$ cat src/rtl/trdb_pkg.sv
// Shared trace-encoder types: packet formats, sync subformats and the
// packet scheduler's FSM state and queue entry layout.
package trdb_pkg;

  typedef enum logic [1:0] {
    F_OPT_EXT    = 2'h0,
    F_DIFF_DELTA = 2'h1,
    F_ADDR_ONLY  = 2'h2,
    F_SYNC       = 2'h3
  } trdb_format_e;

  typedef enum logic [1:0] {
    SF_START   = 2'h0,
    SF_TRAP    = 2'h1,
    SF_CONTEXT = 2'h2,
    SF_SUPPORT = 2'h3
  } trdb_f_sync_subformat_e;

  typedef enum logic [1:0] {
    IDLE    = 2'h0,
    DRAIN   = 2'h1,
    SUPPORT = 2'h2,
    HOLD    = 2'h3
  } trdb_sched_state_e;

  typedef struct packed {
    trdb_format_e           format;
    trdb_f_sync_subformat_e subformat;
    logic                   thaddr;
    logic                   cause_mux;
    logic                   tval_mux;
  } trdb_sched_entry_t;

  localparam trdb_sched_entry_t SUPPORT_ENTRY = '{
    format:    F_SYNC,
    subformat: SF_SUPPORT,
    thaddr:    1'b0,
    cause_mux: 1'b0,
    tval_mux:  1'b0
  };

endpackage

$ cat src/rtl/trdb_packet_scheduler_if.sv
// Request bus from the format selector and valid/ready packet bus to the
// emitter; the scheduler sits on the slave modport.
interface trdb_packet_scheduler_if;
  import trdb_pkg::*;

  logic                   req_valid_i;
  trdb_format_e           req_format_i;
  trdb_f_sync_subformat_e req_subformat_i;
  logic                   req_thaddr_i;
  logic                   req_cause_mux_i;
  logic                   req_tval_mux_i;

  logic                   pkt_valid_o;
  logic                   pkt_ready_i;
  trdb_format_e           pkt_format_o;
  trdb_f_sync_subformat_e pkt_subformat_o;
  logic                   pkt_thaddr_o;
  logic                   pkt_cause_mux_o;
  logic                   pkt_tval_mux_o;
  logic                   pkt_sideband_o;

  modport master (
    output req_valid_i, req_format_i, req_subformat_i,
           req_thaddr_i, req_cause_mux_i, req_tval_mux_i,
    output pkt_ready_i,
    input  pkt_valid_o, pkt_format_o, pkt_subformat_o,
           pkt_thaddr_o, pkt_cause_mux_o, pkt_tval_mux_o, pkt_sideband_o
  );

  modport slave (
    input  req_valid_i, req_format_i, req_subformat_i,
           req_thaddr_i, req_cause_mux_i, req_tval_mux_i,
    input  pkt_ready_i,
    output pkt_valid_o, pkt_format_o, pkt_subformat_o,
           pkt_thaddr_o, pkt_cause_mux_o, pkt_tval_mux_o, pkt_sideband_o
  );

endinterface

$ cat src/rtl/trdb_sched_fifo.sv
// First-word-fall-through queue for the packet scheduler; head entry is
// read straight from the storage array, occupancy tracked separately.
module trdb_sched_fifo
  import trdb_pkg::*;
#(
  parameter int unsigned DEPTH   = 4,
  parameter type         entry_t = trdb_sched_entry_t
) (
  input  logic                         clk_i,
  input  logic                         rst_ni,
  input  logic                         push_i,
  input  entry_t                       data_i,
  input  logic                         pop_i,
  output entry_t                       data_o,
  output logic                         full_o,
  output logic [$clog2(DEPTH+1)-1:0]   count_o
);

  localparam int unsigned PtrW = $clog2(DEPTH);
  localparam int unsigned CntW = $clog2(DEPTH + 1);

  entry_t          mem_q [DEPTH];
  logic [PtrW-1:0] wrPtr_q, rdPtr_q;
  logic [CntW-1:0] count_q, count_d;
  logic            doPush, doPop;

  // A full queue still takes a push when the head leaves in the same cycle.
  assign doPop  = pop_i && (count_q != '0);
  assign doPush = push_i && ((count_q != CntW'(DEPTH)) || doPop);

  always_comb begin
    count_d = count_q;
    if (doPush && !doPop) begin
      count_d = count_q + 1'b1;
    end else if (doPop && !doPush) begin
      count_d = count_q - 1'b1;
    end
  end

  always_ff @(posedge clk_i or negedge rst_ni) begin
    if (!rst_ni) begin
      wrPtr_q <= '0;
      rdPtr_q <= '0;
      count_q <= '0;
    end else begin
      count_q <= count_d;
      if (doPush) wrPtr_q <= wrPtr_q + 1'b1;
      if (doPop)  rdPtr_q <= rdPtr_q + 1'b1;
    end
  end

  always_ff @(posedge clk_i) begin
    if (doPush) mem_q[wrPtr_q] <= data_i;
  end

  assign data_o  = mem_q[rdPtr_q];
  assign full_o  = (count_q == CntW'(DEPTH));
  assign count_o = count_q;

endmodule

$ cat src/rtl/trdb_packet_scheduler.sv
// Packet scheduler: queues selector requests, injects halted/reset support
// packets and runs the resync timer. TRDB_PACKETS_LOST_EN enables drop reporting.
module trdb_packet_scheduler
  import trdb_pkg::*;
#(
  parameter int unsigned DEPTH      = 4,
  parameter int unsigned MAX_RESYNC = 16,
  parameter int unsigned RESYNC_W   = 8
) (
  input  logic                   clk_i,
  input  logic                   rst_ni,
  trdb_packet_scheduler_if.slave schedBus,
  input  logic                   halted_i,
  input  logic                   reset_i,
  input  logic                   resync_rst_i,
  input  logic                   resync_cnt_en_i,
  output logic                   max_resync_o,
  output logic                   packets_lost_o
);

  trdb_sched_state_e             state_q, state_d;
  logic                          sb, sb_q, sbRise;
  logic                          sbKind_q, sbKind_d;
  logic [$clog2(DEPTH+1)-1:0]    fifoCount;
  logic                          fifoFull, fifoEmpty;
  logic                          fromQueue, popReq, acceptPush;
  logic                          pktValid, pktSideband;
  trdb_sched_entry_t             reqEntry, pushEntry, headEntry, pktEntry;
  logic [RESYNC_W-1:0]           resyncCnt_q, resyncCnt_d;

  assign reqEntry = '{
    format:    schedBus.req_format_i,
    subformat: schedBus.req_subformat_i,
    thaddr:    schedBus.req_thaddr_i,
    cause_mux: schedBus.req_cause_mux_i,
    tval_mux:  schedBus.req_tval_mux_i
  };

  assign sb         = halted_i | reset_i;
  assign sbRise     = sb & ~sb_q;
  assign fifoEmpty  = (fifoCount == '0);
  assign popReq     = fromQueue && schedBus.pkt_ready_i;
  assign acceptPush = schedBus.req_valid_i && (!fifoFull || popReq);

  trdb_sched_fifo #(
    .DEPTH   (DEPTH),
    .entry_t (trdb_sched_entry_t)
  ) u_fifo (
    .clk_i   (clk_i),
    .rst_ni  (rst_ni),
    .push_i  (acceptPush),
    .data_i  (pushEntry),
    .pop_i   (popReq),
    .data_o  (headEntry),
    .full_o  (fifoFull),
    .count_o (fifoCount)
  );

  always_ff @(posedge clk_i or negedge rst_ni) begin
    if (!rst_ni) begin
      state_q  <= IDLE;
      sbKind_q <= 1'b0;
      sb_q     <= 1'b0;
    end else begin
      state_q  <= state_d;
      sbKind_q <= sbKind_d;
      sb_q     <= sb;
    end
  end

  // Queue fields are forced to zero while empty so a fresh reset shows all-zero outputs.
  always_comb begin
    state_d     = state_q;
    sbKind_d    = sbKind_q;
    fromQueue   = 1'b1;
    pktValid    = !fifoEmpty;
    pktEntry    = fifoEmpty ? '0 : headEntry;
    pktSideband = 1'b0;
    unique case (state_q)
      IDLE: begin
        if (sbRise) begin
          sbKind_d = reset_i;
          state_d  = DRAIN;
        end
      end
      DRAIN: begin
        if (fifoEmpty && !schedBus.req_valid_i) state_d = SUPPORT;
      end
      SUPPORT: begin
        fromQueue   = 1'b0;
        pktValid    = 1'b1;
        pktEntry    = SUPPORT_ENTRY;
        pktSideband = sbKind_q;
        if (schedBus.pkt_ready_i) state_d = HOLD;
      end
      HOLD: begin
        if (!sb) state_d = IDLE;
      end
      default: state_d = IDLE;
    endcase
  end

  assign schedBus.pkt_valid_o     = pktValid;
  assign schedBus.pkt_format_o    = pktEntry.format;
  assign schedBus.pkt_subformat_o = pktEntry.subformat;
  assign schedBus.pkt_thaddr_o    = pktEntry.thaddr;
  assign schedBus.pkt_cause_mux_o = pktEntry.cause_mux;
  assign schedBus.pkt_tval_mux_o  = pktEntry.tval_mux;
  assign schedBus.pkt_sideband_o  = pktSideband;

  always_comb begin
    resyncCnt_d = resyncCnt_q;
    if (resync_rst_i) begin
      resyncCnt_d = '0;
    end else if (resync_cnt_en_i && (resyncCnt_q != RESYNC_W'(MAX_RESYNC))) begin
      resyncCnt_d = resyncCnt_q + 1'b1;
    end
  end

  always_ff @(posedge clk_i or negedge rst_ni) begin
    if (!rst_ni) resyncCnt_q <= '0;
    else         resyncCnt_q <= resyncCnt_d;
  end

  assign max_resync_o = (resyncCnt_q == RESYNC_W'(MAX_RESYNC));

`ifdef TRDB_PACKETS_LOST_EN
  logic lost_q, lostPulse_q, dropReq;

  assign dropReq   = schedBus.req_valid_i && !acceptPush;
  // After a drop the next accepted request is replaced so the decoder resynchronises.
  assign pushEntry = lost_q ? SUPPORT_ENTRY : reqEntry;

  always_ff @(posedge clk_i or negedge rst_ni) begin
    if (!rst_ni) begin
      lost_q      <= 1'b0;
      lostPulse_q <= 1'b0;
    end else begin
      lostPulse_q <= dropReq;
      if (dropReq)         lost_q <= 1'b1;
      else if (acceptPush) lost_q <= 1'b0;
    end
  end

  assign packets_lost_o = lostPulse_q;
`else
  assign pushEntry      = reqEntry;
  assign packets_lost_o = 1'b0;
`endif

endmodule

$ cat src/flat_wrapper.sv
// flat-port wrapper written by rule: the top's interface ports become plain ports
module trdb_packet_scheduler_flat import trdb_pkg::*;
#(
  parameter int unsigned DEPTH      = 4,
  parameter int unsigned MAX_RESYNC = 16,
  parameter int unsigned RESYNC_W   = 8
)
  (clk_i, rst_ni, halted_i, reset_i, resync_rst_i, resync_cnt_en_i, max_resync_o, packets_lost_o, schedBus_req_valid_i, schedBus_req_format_i, schedBus_req_subformat_i, schedBus_req_thaddr_i, schedBus_req_cause_mux_i, schedBus_req_tval_mux_i, schedBus_pkt_ready_i, schedBus_pkt_valid_o, schedBus_pkt_format_o, schedBus_pkt_subformat_o, schedBus_pkt_thaddr_o, schedBus_pkt_cause_mux_o, schedBus_pkt_tval_mux_o, schedBus_pkt_sideband_o);
  trdb_packet_scheduler_if schedBus_i ();
  input  logic clk_i;
  input  logic rst_ni;
  input  logic halted_i;
  input  logic reset_i;
  input  logic resync_rst_i;
  input  logic resync_cnt_en_i;
  output logic max_resync_o;
  output logic packets_lost_o;
  input wire logic [$bits(schedBus_i.req_valid_i)-1:0] schedBus_req_valid_i;
  input wire logic [$bits(schedBus_i.req_format_i)-1:0] schedBus_req_format_i;
  input wire logic [$bits(schedBus_i.req_subformat_i)-1:0] schedBus_req_subformat_i;
  input wire logic [$bits(schedBus_i.req_thaddr_i)-1:0] schedBus_req_thaddr_i;
  input wire logic [$bits(schedBus_i.req_cause_mux_i)-1:0] schedBus_req_cause_mux_i;
  input wire logic [$bits(schedBus_i.req_tval_mux_i)-1:0] schedBus_req_tval_mux_i;
  input wire logic [$bits(schedBus_i.pkt_ready_i)-1:0] schedBus_pkt_ready_i;
  output wire logic [$bits(schedBus_i.pkt_valid_o)-1:0] schedBus_pkt_valid_o;
  output wire logic [$bits(schedBus_i.pkt_format_o)-1:0] schedBus_pkt_format_o;
  output wire logic [$bits(schedBus_i.pkt_subformat_o)-1:0] schedBus_pkt_subformat_o;
  output wire logic [$bits(schedBus_i.pkt_thaddr_o)-1:0] schedBus_pkt_thaddr_o;
  output wire logic [$bits(schedBus_i.pkt_cause_mux_o)-1:0] schedBus_pkt_cause_mux_o;
  output wire logic [$bits(schedBus_i.pkt_tval_mux_o)-1:0] schedBus_pkt_tval_mux_o;
  output wire logic [$bits(schedBus_i.pkt_sideband_o)-1:0] schedBus_pkt_sideband_o;
  assign schedBus_i.req_valid_i = schedBus_req_valid_i;
  assign schedBus_i.req_format_i = schedBus_req_format_i;
  assign schedBus_i.req_subformat_i = schedBus_req_subformat_i;
  assign schedBus_i.req_thaddr_i = schedBus_req_thaddr_i;
  assign schedBus_i.req_cause_mux_i = schedBus_req_cause_mux_i;
  assign schedBus_i.req_tval_mux_i = schedBus_req_tval_mux_i;
  assign schedBus_i.pkt_ready_i = schedBus_pkt_ready_i;
  assign schedBus_pkt_valid_o = schedBus_i.pkt_valid_o;
  assign schedBus_pkt_format_o = schedBus_i.pkt_format_o;
  assign schedBus_pkt_subformat_o = schedBus_i.pkt_subformat_o;
  assign schedBus_pkt_thaddr_o = schedBus_i.pkt_thaddr_o;
  assign schedBus_pkt_cause_mux_o = schedBus_i.pkt_cause_mux_o;
  assign schedBus_pkt_tval_mux_o = schedBus_i.pkt_tval_mux_o;
  assign schedBus_pkt_sideband_o = schedBus_i.pkt_sideband_o;
  trdb_packet_scheduler #(.DEPTH(DEPTH), .MAX_RESYNC(MAX_RESYNC), .RESYNC_W(RESYNC_W)) u_core (.clk_i(clk_i), .rst_ni(rst_ni), .schedBus(schedBus_i), .halted_i(halted_i), .reset_i(reset_i), .resync_rst_i(resync_rst_i), .resync_cnt_en_i(resync_cnt_en_i), .max_resync_o(max_resync_o), .packets_lost_o(packets_lost_o));
endmodule
$ cat config.mk
export PLATFORM = sky130hd
export DESIGN_NAME = trdb_packet_scheduler_flat
export DESIGN_NICKNAME = d
export VERILOG_FILES = /design/src/rtl/trdb_pkg.sv /design/src/rtl/trdb_packet_scheduler_if.sv /design/src/rtl/trdb_sched_fifo.sv /design/src/rtl/trdb_packet_scheduler.sv /design/src/flat_wrapper.sv
export SDC_FILE = /design/constraint.sdc
export NUM_CORES = 1
export LEC_CHECK = 0
export BUFFER_PORTS_ARGS = -buffer_cell sky130_fd_sc_hd__buf_4
export CAP_MARGIN = 20
export CORE_ASPECT_RATIO = 1.25
export CORE_MARGIN = 2
export CORE_UTILIZATION = 25
export DETAILED_ROUTE_END_ITERATION = 16
export MAX_ROUTING_LAYER = met4
export PLACE_DENSITY_LB_ADDON = 0.2
export SYNTH_ARGS = -nofsm -noshare
export SYNTH_HDL_FRONTEND = slang
export SYNTH_SLANG_ARGS = --single-unit
$ cat constraint.sdc
create_clock -name clk_i -period 2.6 [get_ports clk_i]
set_input_delay 0.26 -clock clk_i [delete_from_list [all_inputs] [get_ports clk_i]]
set_output_delay 0.26 -clock clk_i [all_outputs]
set_load 0.02 [all_outputs]
==> impl_metrics.json <==
{
  "grt_pass1_wl_um": 6796,
  "synth_edf_count": 28,
  "sw_frac_of_total_pct": 36.24,
  "drive_above_1_share_pct": 25.65,
  "fmax_mhz": 443.0,
  "p_seq_share_pct": 41.5,
  "met1_length_um": 1835,
  "hold_violations": 0,
  "powerDensity_nw_per_um2": 1023,
  "dr.pass1.iters": 4,
  "initial_utilization_pct": 25.93,
  "grt_start_max_net_pins": 20,
  "register_area_um2": 1316,
  "synthToLayoutAreaGrowth_pct": 18.09,
  "timing.final.max_slew_violations": 0,
  "postLayoutCoreUtil_pct": 30.62,
  "track_usage_pct": 9.385,
  "p_clk_share_pct": 17.6,
  "yosys_warnings": 0,
  "synth_nets": 192,
  "setup_viol": 0,
  "path_max_fanout": 5,
  "antenna_found_initial": 0,
  "crit_type": "reg2reg",
  "die-area_um2": 9857,
  "skew_ns": 0.01195,
  "fillers": 925,
  "diodes": 0,
  "nets": 217,
  "status": "finished, final reports clean",
  "dr.first_iter.drc_count": 80,
  "arrival_ns": 2.48,
  "fin_setup_tns_ns": 0,
  "relSlewSlack_pct": 59.17,
  "cts_tree": "built",
  "yosysSeqAreaShare_pct": 58.03,
  "multiInputGateArea_um2": 877.1,
  "synth.distinct_cells": 47,
  "power.switching_w": 0.0009929,
  "core_area_um2": 8748,
  "route.vias.total": 1354,
  "syn_avg_cell_area_um2": 13.75,
  "wl_per_cell_um": 13.62,
  "period_share_pct": 86.81,
  "io_pins": 26,
  "final_common_cell": "edfxtp_1",
  "ctsResizeCount": 0,
  "period_needed_ns": 2.257,
  "synth_ff_type": "edfxtp_1",
  "p_int_w": 0.001747,
  "ys_ff_latch": 47,
  "cts_root_buf": "clkbuf_8",
  "rows": 38,
  "ant_nets": 0,
  "cp.required_ns": 2.83,
  "synthArstFlopShare_pct": 40.43,
  "min_path_type": "in2reg",
  "setup_ws_ns": 0.3429,
  "die_y_um": 110.5,
  "wl_um": 4235,
  "drc": 0,
  "die_w_um": 89.20,
  "clk_pin_slew_ns": 0.10,
  "grt_pass1_vias": 1372,
  "crit_path_start_kind": "register",
  "end_kind": "register",
  "peakVddDrop_mv": 0.2733,
  "htreeDepth": 2,
  "drv_cap": 0,
  "final_cell_mix": "28 x edfxtp_1, 26 x buf_4, 19 x dfrtp_1",
  "syn_area_um2": 2268,
  "viasPerCell": 4.354,
  "clockBufferDepth": 2,
  "post-dp-hpwl_um": 3041,
  "gp_congestion": 0.7952,
  "cts_buffers": 5,
  "clkLatencyLatePin_ns": 0.31,
  "p_leak_nw": 1.021,
  "grt.overflow.total": 0,
  "portBuffers": 24,
  "wl_met3_um": 140,
  "rsz0062_at_grt": "false",
  "worstMarginPinSlew_ns": 0.6078,
  "syn-instance-count": 165,
  "dp_slack_ns": 0.3501,
  "routed-wl-met2_um": 2182,
  "routed.top_layer": "met4",
  "cts_sinks": 47,
  "comb_power_share_pct": 40.9
}
[state kept, by name, summed over array words and instances (netlist names)]
signal,flops
u_core.sbKind_q,1
u_core.u_fifo.count_o,3
u_core.sb_q,1
u_core.u_fifo.rdPtr_q,2
u_core.resyncCnt_q,8
u_core.state_q,2
u_core.u_fifo.wrPtr_q,2
u_core.u_fifo.mem_q,28
[stage by stage]
step	hold WS (ns)	cells	power [W]	area [um^2]
3_3_place_gp	0.1677	302	0.002320	2572
2_1_floorplan	-0.03559	165	0.001936	2268
6_report	0.1483	311	0.002740	2679
5_1_grt	0.1296	311	0.002941	2679
4_1_cts	0.1431	311	0.002803	2679
3_5_place_dp	0.1674	302	0.002307	2572
[final cells by class]
| cell class | instances | area share, % |
|---|---|---|
| clock buffer | 5 | 2.569 |
| clock inverter | 3 | 1.028 |
| inverter | 9 | 1.261 |
| multi-input combinational | 100 | 32.74 |
| sequential | 47 | 49.14 |
| tap | 120 | 5.605 |
| timing repair buffer | 27 | 7.660 |
[power by group through the flow]
stage          registers, W  logic (W)  clock network [W]
6_report            0.00114    0.00112           0.000482
3_3_place_gp        0.00116    0.00116                  0
2_1_floorplan       0.00107   0.000866                  0
5_1_grt             0.00117    0.00124           0.000531
3_5_place_dp        0.00116    0.00115                  0
4_1_cts             0.00115    0.00115           0.000504
[path summary, 6_finish.rpt]
path,from,slack [ns],depth (start not counted),endpoint
setup / recovery,u_core.state_q[0],0.34,10,u_core.u_fifo.count_o[2]
hold / removal,schedBus_req_format_i[1],0.15,1,u_core.u_fifo.mem_q[2][6]
setup reg to reg,u_core.state_q[0],0.34,10,u_core.u_fifo.count_o[2]
hold reg to reg,u_core.sbKind_q,0.51,1,u_core.sbKind_q
max in group asynchronous,rst_ni,2.01,2,u_core.state_q[0]
min in group asynchronous,rst_ni,0.36,2,u_core.u_fifo.count_o[1]
[timing repair]
item | 4_1_cts | 5_1_grt
hold buffers | 1 | 0
setup buffers | 0 | 0
endpoints found under the hold margin | 19 | 0
[metal layers]
layer	GRT usage (%)	vias up
met5	-	-
met4	3.483	0
met3	2.317	4
met2	15.11	22
met1	11.19	677
li1	-	651
[cell usage after synthesis, types with 2 or more instances]
master	instances	area, um^2
dfrtp_1	19	475.5
nand4_1	3	18.77
nor2b_1	3	18.77
nor3b_1	3	22.52
nor2_1	6	22.52
ha_1	11	137.6
o41a_1	2	22.52
mux2_2	3	33.78
clkbuf_1	4	15.01
inv_1	9	33.78
a22o_1	2	17.52
a21oi_1	4	20.02
nand2b_1	4	25.02
nand3_1	3	15.01
mux4_2	7	157.7
and2_1	6	37.54
o21ai_0	2	10.01
a21o_1	4	30.03
xor2_1	3	26.28
edfxtp_1	28	840.8
buf_2	2	10.01
nand2_1	6	22.52
or3_1	3	18.77
xnor2_1	5	43.79
[logic make-up (layout without fill, tap and decap cells)]
family | count (synthesis) | count (layout) | share of synthesized area, %
other cells | 1 | 1 | 0.1653
flops | 47 | 47 | 58.03
xor+xnor | 8 | 8 | 3.089
buf+inv | 18 | 44 | 3.309
mux | 11 | 11 | 8.880
compound gates | 23 | 23 | 7.833
fa+ha+maj | 12 | 12 | 6.950
simple gates | 45 | 45 | 11.75
[worst max-delay path: stages, from the launching register on]
cell	delay (ns)
dfrtp_1	0.43
inv_1	0.10
ha_1	0.22
nor2b_1	0.22
o41a_1	0.20
ha_1	0.19
inv_1	0.06
fa_1	0.37
xor2_1	0.17
nor2_1	0.11
xnor2_1	0.12
(Power assumes the default switching activity.)
